**src/rtl/mips_pkg.sv**
```systemverilog
// Shared MIPS definitions: field positions, NOP, instruction overlay, IF/ID state.
// Used by if_id_stage and by later stages that slice instruction words.
package mips_pkg;

  localparam int OPC_MSB   = 31;
  localparam int OPC_LSB   = 26;
  localparam int RS_MSB    = 25;
  localparam int RS_LSB    = 21;
  localparam int RT_MSB    = 20;
  localparam int RT_LSB    = 16;
  localparam int RD_MSB    = 15;
  localparam int RD_LSB    = 11;
  localparam int SHAMT_MSB = 10;
  localparam int SHAMT_LSB = 6;
  localparam int FUNCT_MSB = 5;
  localparam int FUNCT_LSB = 0;
  localparam int IMM_MSB   = 15;
  localparam int IMM_LSB   = 0;
  localparam int TGT_MSB   = 25;
  localparam int TGT_LSB   = 0;

  localparam logic [31:0] NOP_INSTR = 32'h0000_0000;

  typedef struct packed {
    logic [5:0] opcode;
    logic [4:0] rs;
    logic [4:0] rt;
    logic [4:0] rd;
    logic [4:0] shamt;
    logic [5:0] funct;
  } r_fmt_t;

  typedef struct packed {
    logic [5:0]  opcode;
    logic [4:0]  rs;
    logic [4:0]  rt;
    logic [15:0] imm;
  } i_fmt_t;

  typedef struct packed {
    logic [5:0]  opcode;
    logic [25:0] target;
  } j_fmt_t;

  typedef union packed {
    r_fmt_t r;
    i_fmt_t i;
    j_fmt_t j;
  } instr_t;

  typedef enum logic [1:0] {
    EMPTY = 2'd0,
    ONE   = 2'd1,
    TWO   = 2'd2
  } ifid_state_e;

endpackage

```
**src/rtl/instr_field_split.sv**
```systemverilog
// Combinational slicer from an instruction word to its R/I/J fields.
// Pure wiring; reused wherever a stage needs the decoded fields.
module instr_field_split
  import mips_pkg::*;
(
  input  instr_t      instr_i,
  output logic [5:0]  opcode_o,
  output logic [4:0]  rs_o,
  output logic [4:0]  rt_o,
  output logic [4:0]  rd_o,
  output logic [4:0]  shamt_o,
  output logic [5:0]  funct_o,
  output logic [15:0] imm16_o,
  output logic [25:0] target_o
);

  assign opcode_o = instr_i.r.opcode;
  assign rs_o     = instr_i.r.rs;
  assign rt_o     = instr_i.r.rt;
  assign rd_o     = instr_i.r.rd;
  assign shamt_o  = instr_i.r.shamt;
  assign funct_o  = instr_i.r.funct;
  assign imm16_o  = instr_i.i.imm;
  assign target_o = instr_i.j.target;

endmodule

```
**src/rtl/if_id_stage.sv**
```systemverilog
// IF->ID pipeline register with valid/ready handshake and flush.
// Define IFID_SKID_EN for a skid slot and a registered in_ready.
module if_id_stage #(
  parameter int              XLEN      = 32,
  parameter logic [XLEN-1:0] NOP_INSTR = mips_pkg::NOP_INSTR
) (
  input  logic            clk,
  input  logic            rst_n,
  input  logic            flush,
  input  logic            in_valid,
  output logic            in_ready,
  input  logic [XLEN-1:0] in_instr,
  input  logic [XLEN-1:0] in_pc4,
  output logic            out_valid,
  input  logic            out_ready,
  output logic [XLEN-1:0] out_instr,
  output logic [XLEN-1:0] out_pc4,
  output logic [5:0]      out_opcode,
  output logic [4:0]      out_rs,
  output logic [4:0]      out_rt,
  output logic [4:0]      out_rd,
  output logic [4:0]      out_shamt,
  output logic [5:0]      out_funct,
  output logic [15:0]     out_imm16,
  output logic [25:0]     out_target
);
  import mips_pkg::*;

  ifid_state_e     state_q, state_d;
  logic [XLEN-1:0] instr_q, instr_d;
  logic [XLEN-1:0] pc4_q, pc4_d;
  logic            in_fire;
  logic            out_fire;

  assign out_valid = (state_q != EMPTY);

`ifdef IFID_SKID_EN
  logic [XLEN-1:0] sk_instr_q, sk_instr_d;
  logic [XLEN-1:0] sk_pc4_q, sk_pc4_d;

  // Depends only on registered state, so no path from out_ready.
  assign in_ready = rst_n && !flush && (state_q != TWO);
`else
  assign in_ready = rst_n && !flush
                    && (!out_valid || out_ready);
`endif

  assign in_fire  = in_valid && in_ready;
  assign out_fire = out_valid && out_ready && !flush;

  always_comb begin
    state_d = state_q;
    instr_d = instr_q;
    pc4_d   = pc4_q;
`ifdef IFID_SKID_EN
    sk_instr_d = sk_instr_q;
    sk_pc4_d   = sk_pc4_q;
`endif
    if (flush) begin
      state_d = EMPTY;
      instr_d = NOP_INSTR;
      pc4_d   = '0;
    end else begin
      unique case (state_q)
        EMPTY: begin
          if (in_fire) begin
            state_d = ONE;
            instr_d = in_instr;
            pc4_d   = in_pc4;
          end
        end
        ONE: begin
          if (out_fire && in_fire) begin
            instr_d = in_instr;
            pc4_d   = in_pc4;
          end else if (out_fire) begin
            state_d = EMPTY;
            instr_d = NOP_INSTR;
            pc4_d   = '0;
`ifdef IFID_SKID_EN
          end else if (in_fire) begin
            state_d    = TWO;
            sk_instr_d = in_instr;
            sk_pc4_d   = in_pc4;
`endif
          end
        end
`ifdef IFID_SKID_EN
        TWO: begin
          if (out_fire) begin
            state_d = ONE;
            instr_d = sk_instr_q;
            pc4_d   = sk_pc4_q;
          end
        end
`endif
        default: begin
          state_d = EMPTY;
          instr_d = NOP_INSTR;
          pc4_d   = '0;
        end
      endcase
    end
  end

  always_ff @(posedge clk) begin
    if (!rst_n) begin
      state_q <= EMPTY;
      instr_q <= NOP_INSTR;
      pc4_q   <= '0;
`ifdef IFID_SKID_EN
      sk_instr_q <= '0;
      sk_pc4_q   <= '0;
`endif
    end else begin
      state_q <= state_d;
      instr_q <= instr_d;
      pc4_q   <= pc4_d;
`ifdef IFID_SKID_EN
      sk_instr_q <= sk_instr_d;
      sk_pc4_q   <= sk_pc4_d;
`endif
    end
  end

  assign out_instr = instr_q;
  assign out_pc4   = pc4_q;

  instr_field_split u_split (
    .instr_i  (instr_t'(instr_q)),
    .opcode_o (out_opcode),
    .rs_o     (out_rs),
    .rt_o     (out_rt),
    .rd_o     (out_rd),
    .shamt_o  (out_shamt),
    .funct_o  (out_funct),
    .imm16_o  (out_imm16),
    .target_o (out_target)
  );

endmodule

```
**config.mk**
```make
export PLATFORM = sky130hd
export DESIGN_NAME = if_id_stage
export DESIGN_NICKNAME = d
export VERILOG_FILES = /design/src/rtl/mips_pkg.sv /design/src/rtl/instr_field_split.sv /design/src/rtl/if_id_stage.sv
export SDC_FILE = /design/constraint.sdc
export NUM_CORES = 1
export LEC_CHECK = 0
export CORE_ASPECT_RATIO = 0.8
export CORE_MARGIN = 3
export CORE_UTILIZATION = 30
export CTS_CLUSTER_SIZE = 10
export DETAILED_ROUTE_END_ITERATION = 16
export MAX_ROUTING_LAYER = met4
export PLACE_DENSITY_LB_ADDON = 0.15
export SYNTH_ARGS = -nofsm -noshare
export SYNTH_HDL_FRONTEND = slang
export SYNTH_HIERARCHICAL = 1
export SYNTH_SLANG_ARGS = --single-unit
```
**constraint.sdc**
```tcl
create_clock -name clk -period 1.2 [get_ports clk]
set_input_delay 0.36 -clock clk [delete_from_list [all_inputs] [get_ports clk]]
set_output_delay 0.36 -clock clk [all_outputs]
set_load 0.03 [all_outputs]
```
## After elaboration in Yosys (flattened, before gate mapping)

Cells that the tools add are included.

| word-level totals | value |
|---|---|
| register bits | 66 |
| input port bits | 69 |

| cells by class | value |
|---|---|
| equal/unequal tests | 5 |
| mux-type cells | 11 |
| bitwise logic cells | 1 |
| reduce and logical (&&, ||, !) cells | 14 |

Operators with widths:

| cell | number |
|---|---|
| 32-bit two-way mux | 5 |
| 32-bit one-hot mux with 2 select lines | 2 |
| 1-bit logical AND | 6 |
| 2-bit two-way mux | 3 |
| 2-bit inequality test (second input constant) | 3 |
| 2-bit one-hot mux with 2 select lines | 1 |
| 3-bit inequality test (second input constant) | 1 |
| 3-bit AND reduction | 1 |
| 2-bit by 1-bit == test with 1-bit output (second input constant) | 1 |
| 1-bit logical NOT | 2 |
| 2-bit logical NOT | 1 |
| 2-bit AND reduction | 1 |
| 2-bit nonzero test | 1 |
| 2-bit OR reduction | 1 |
| 1-bit logical OR | 1 |
| 1-bit NOT | 1 |

## Logic depth before layout (Yosys ltp)

| depth | value |
|---|---|
| depth after elaboration | 8 |
| gate-level depth with buffers | 5 |

## Cells and area by module

The synthesis kept the hierarchy.

Modules (own cells, without submodules):

| module | times used | cells an instance | area an instance (sq um) |
|---|---|---|---|
| if_id_stage | 1 | 151 | 2043.2 |
| instr_field_split | 1 | 74 | 555.5 |

## Least setup slack after synthesis

OpenSTA, ideal clock, no wires.

| timing path | value |
|---|---|
| kind | reg2reg |
| start | register state_q[0] |
| end | register instr_q[0], in the netlist out_instr[0] |
| library setup time | 0.117 ns |
| data arrival time | 1.263 ns |
| slack | -0.180 ns |
| cell stages (with the launch flop) | 6 |
| clock period less this slack | 1.380 ns |
| path through | dfxtp_1 -> nor2b_4 -> nor3b_2 -> buf_4 -> buf_2 -> a22o_1 |

| between the ends | value |
|---|---|
| longest elaborated chain between the ends | 8 |
| elaborated cells on any way between the ends | 15 |

Ends and longest elaborated chain:

| item | line | source |
|---|---|---|
| from (decl) | if_id_stage.sv:29 | `ifid_state_e state_q, state_d;` |
| from (signal assigned) | if_id_stage.sv:116 | `state_q <= state_d;` |
| 2-bit nonzero test | if_id_stage.sv:35 | `assign out_valid = (state_q != EMPTY);` |
| 1-bit logical NOT | if_id_stage.sv:45 | `&& (!out_valid \|\| out_ready);` |
| 1-bit logical OR | if_id_stage.sv:45 |  |
| 1-bit logical AND | if_id_stage.sv:45 |  |
| 1-bit logical AND | if_id_stage.sv:48 | `assign in_fire = in_valid && in_ready;` |
| 1-bit logical AND | if_id_stage.sv:73 | `if (out_fire && in_fire) begin` |
| 32-bit two-way mux or 3-bit inequality test (tied branches) | n/a |  |
| 32-bit one-hot mux with 2 select lines or 2-bit AND reduction (tied branches) | n/a |  |
| to (signal assigned) | if_id_stage.sv:117 | `instr_q <= instr_d;` |
| to (decl) | if_id_stage.sv:30 | `logic [XLEN-1:0] instr_q, instr_d;` |

Parallel ways exist; a longest one is shown, timed or not.
A chain may end at the register's enable or synchronous reset.

## Final worst setup path

| timing path | value |
|---|---|
| start | input port in_valid |
| end | register pc4_q[5], in the netlist out_pc4[5] |

| between the ends | value |
|---|---|
| longest elaborated chain between the ends | 4 |
| elaborated cells on any way between the ends | 7 |

Ends and longest elaborated chain:

| item | line | source |
|---|---|---|
| from (decl) | if_id_stage.sv:10 | `input logic in_valid,` |
| 1-bit logical AND * | if_id_stage.sv:48 |  |
| 1-bit logical AND | if_id_stage.sv:73 |  |
| 32-bit two-way mux or 3-bit inequality test (tied branches) | n/a |  |
| 32-bit one-hot mux with 2 select lines or 2-bit AND reduction (tied branches) | n/a |  |
| to (signal assigned) | if_id_stage.sv:118 | `pc4_q <= pc4_d;` |
| to (decl) | if_id_stage.sv:31 | `logic [XLEN-1:0] pc4_q, pc4_d;` |

Every way passes the cells marked *; elsewhere a longest branch is shown, timed or not.

==> results.sh <==
export IMPL_antenna_cells=0
export IMPL_p_leak_nw=2.219
export IMPL_ioPinCount=209
export IMPL_swShare_pct=27.90
export IMPL_clk_latency_ns=0.34
export IMPL_maxCapViolations=0
export IMPL_crit_path_start_kind="input port"
export IMPL_relSlewSlack_pct=85.93
export IMPL_grt_pass1_vias=2149
export IMPL_dieArea_sq_um=9822
export IMPL_r2r_slack_ns=-0.28
export IMPL_rsz0062_at_grt="yes"
export IMPL_io_buffers=208
export IMPL_period_share_pct=125.6
export IMPL_viasPerCell=4.461
export IMPL_most_common_layout_cells="buf_6 (142), clkdlybuf4s50_1 (65), a22o_1 (64)"
export IMPL_setup_violations=145
export IMPL_hold_viol_final=0
export IMPL_avgSynthCellArea_sq_um=11.55
export IMPL_p_per_area_nw_per_um2=1070
export IMPL_hp_start="out_pc4[31]$_SDFFE_PP0P_"
export IMPL_path_clk_slew_ns=0.07
export IMPL_ys_ff_latch=65
export IMPL_die_h_um=89.25
export IMPL_yosysUniqueCellTypes=10
export IMPL_final_common_cell="buf_6"
export IMPL_min_path_type="reg -> reg"
export IMPL_fin_nets=444
export IMPL_grt_usage_pct=16.30
export IMPL_vias=2177
export IMPL_finalSetupTns_ns=-19.05
export IMPL_antenna_left=0
export IMPL_ys_warn_count=6
export IMPL_r2r_start="state_q[0]$_SDFFE_PP0P_"
export IMPL_drt_iter0_markers=91
export IMPL_fmax_mhz=663.7
export IMPL_drt_total_wl_um=8185
export IMPL_grt_overflow=0
export IMPL_wl_per_cell_um=16.77
export IMPL_yosysSeqAreaShare_pct=50.07
export IMPL_tightest_slew_ns=0.2111
export IMPL_design_area_sq_um=5076
export IMPL_first_pass_iters=3
export IMPL_setup_ws_ns=-0.3066
export IMPL_post_dp_cell_area_sq_um=3894
export IMPL_seq_area_sq_um=1460
export IMPL_place_hpwl_um=5087
export IMPL_multi_input_area_sq_um=645.6
export IMPL_power_frac_seq_pct=42.0
export IMPL_reg2reg_to="out_pc4[5]$_SDFFE_PP0P_"
export IMPL_clk_path_buf_depth=2
export IMPL_cts_buffers=9
export IMPL_cts_tree="built"
export IMPL_synthCells=225
export IMPL_dp_cells=458
export IMPL_min_period_ns=1.507
export IMPL_synthesis_area_sq_um=2599
export IMPL_core_area_sq_um=8164
export IMPL_synthTopCellsByArea="dfxtp_1 (50%), buf_4 (22%), a22o_1 (22%), buf_6 (3.0%), buf_2 (1.2%)"
export IMPL_antenna_found_initial=0
export IMPL_n_fill_cell=652
export IMPL_critical_path_class="in -> reg"
export IMPL_grt_max_degree=19
export IMPL_p_clk_share_pct=37.1
export IMPL_cts_sinks=65
export IMPL_die_x_um=110.1
export IMPL_htree_levels=3
export IMPL_drc=0
export IMPL_grt_pass1_wl_um=11670
export IMPL_worst_setup_path_end_kind="register"
export IMPL_gp_congestion=0.6727
export IMPL_synth_top_area_cell="dfxtp_1"
export IMPL_p_switching_w=0.001516
export IMPL_outcome="finished with violations"
export IMPL_p_int_w=0.003916
export IMPL_reg2reg_depth=6
export IMPL_initial_core_util_pct=31.83
export IMPL_area_delta_synth_final_pct=95.33
export IMPL_critPathArrivalTime_ns=1.74
export IMPL_synth_nets=294
export IMPL_pwr_share_comb_pct=20.9
export IMPL_std_cell_rows=29
export IMPL_failed_checks="negative setup slack"
export IMPL_synth_top_cell_area_share_pct=50.07
export IMPL_min_path_cells=1
export IMPL_final_cells=488
export IMPL_skew_ns=0.01157
export IMPL_required_ns=1.43
export IMPL_path_max_fanout=8
export IMPL_irDropWorstVdd_mv=0.5733
export IMPL_drive_gt1_share_pct=64.47
export IMPL_cts_root_buf="clkbuf_8"
export IMPL_min_to="out_pc4[31]$_SDFFE_PP0P_"
export IMPL_finalMaxSlewViolations=0
[synthesized netlist by cell type, drive strengths merged]
cell,number
nor2,4
nand2b,1
nor3b,1
dfxtp,65
buf,88
nor2b,1
a22o,64
o21ba,1
[layer usage]
layer  track usage (%)  wire [um]  vias up
met5                 -          0        -
met2             26.05       4046      118
met3             5.126        620       11
met4             5.889        108        0
met1             19.37       3409     1012
li1                  -          -     1036
[worst max-delay path, cell delays in order]
cell and delay, ns:
clkdlybuf4s50_1 0.51, nor2_1 0.07, o21ba_4 0.24, buf_12 0.16, clkbuf_16 0.17, a22o_1 0.22
[registers in the layout (all words and copies together) (netlist names)]
name       count
out_instr     32
out_pc4       32
state_q        1
[timing repair]
| item | in CTS | in global routing |
|---|---|---|
| buffers inserted | 6 | 1 |
| pin swaps | 3 | 2 |
| hold buffers | 0 | 0 |
| gates resized for setup | 241 | 5 |
| cloned | 6 | 2 |
| setup endpoints to repair | 204 | 198 |
[through the flow]
step / util [%] / worst slack (ns) / power (W) / hold WS, ns
CTS: 61.67 / -0.3088 / 0.005470 / 0.4840
floorplan: - / -0.06226 / 0.002889 / 0.4794
global placement: 47.69 / -0.4990 / 0.003279 / 0.4639
global route: 62.18 / -0.3382 / 0.005656 / 0.4934
detailed placement: 47.69 / -0.5351 / 0.003283 / 0.4657
finish: 62.18 / -0.3066 / 0.005432 / 0.4806
[cell type report]
type,instances,share of cell area [%]
timing repair buffer,227,51.49
sequential,65,28.77
multi-input combinational,72,12.72
clock buffer,10,2.933
tap,108,2.662
clock inverter,6,1.430
[power groups by stage]
stage	registers, W	clock network (W)	logic [W]
after global routing	0.00229	0.00217	0.00119
after global placement	0.00234	0	0.000942
after floorplan	0.00247	0	0.000419
after CTS	0.00229	0.00206	0.00113
final	0.00228	0.00201	0.00114
after detailed placement	0.00234	0	0.000946
[cells by family (layout without fill, tap and decap cells)]
kind of cell / after synthesis / count (layout) / share of synthesized area (%)
compound gates: 65 / 65 / 21.95
flops: 65 / 65 / 50.07
buf+inv: 88 / 243 / 25.85
simple gates: 7 / 7 / 2.118
[how the worst max path moves through the flow]
stage	startpoint	to	slack, ns	cells after the start
after floorplan	state_q[0]$_SDFFE_PP0P_	out_instr[0]$_SDFFE_PP0P_	-0.06	5
after global placement	rst_n	out_pc4[4]$_SDFFE_PP0P_	-0.50	5
after detailed placement	flush	out_instr[0]$_SDFFE_PP0P_	-0.54	5
after CTS	state_q[0]$_SDFFE_PP0P_	in_ready	-0.31	4
after global routing	state_q[0]$_SDFFE_PP0P_	in_ready	-0.34	4
final	in_valid	out_pc4[5]$_SDFFE_PP0P_	-0.31	6
(Power assumes the default switching activity.)
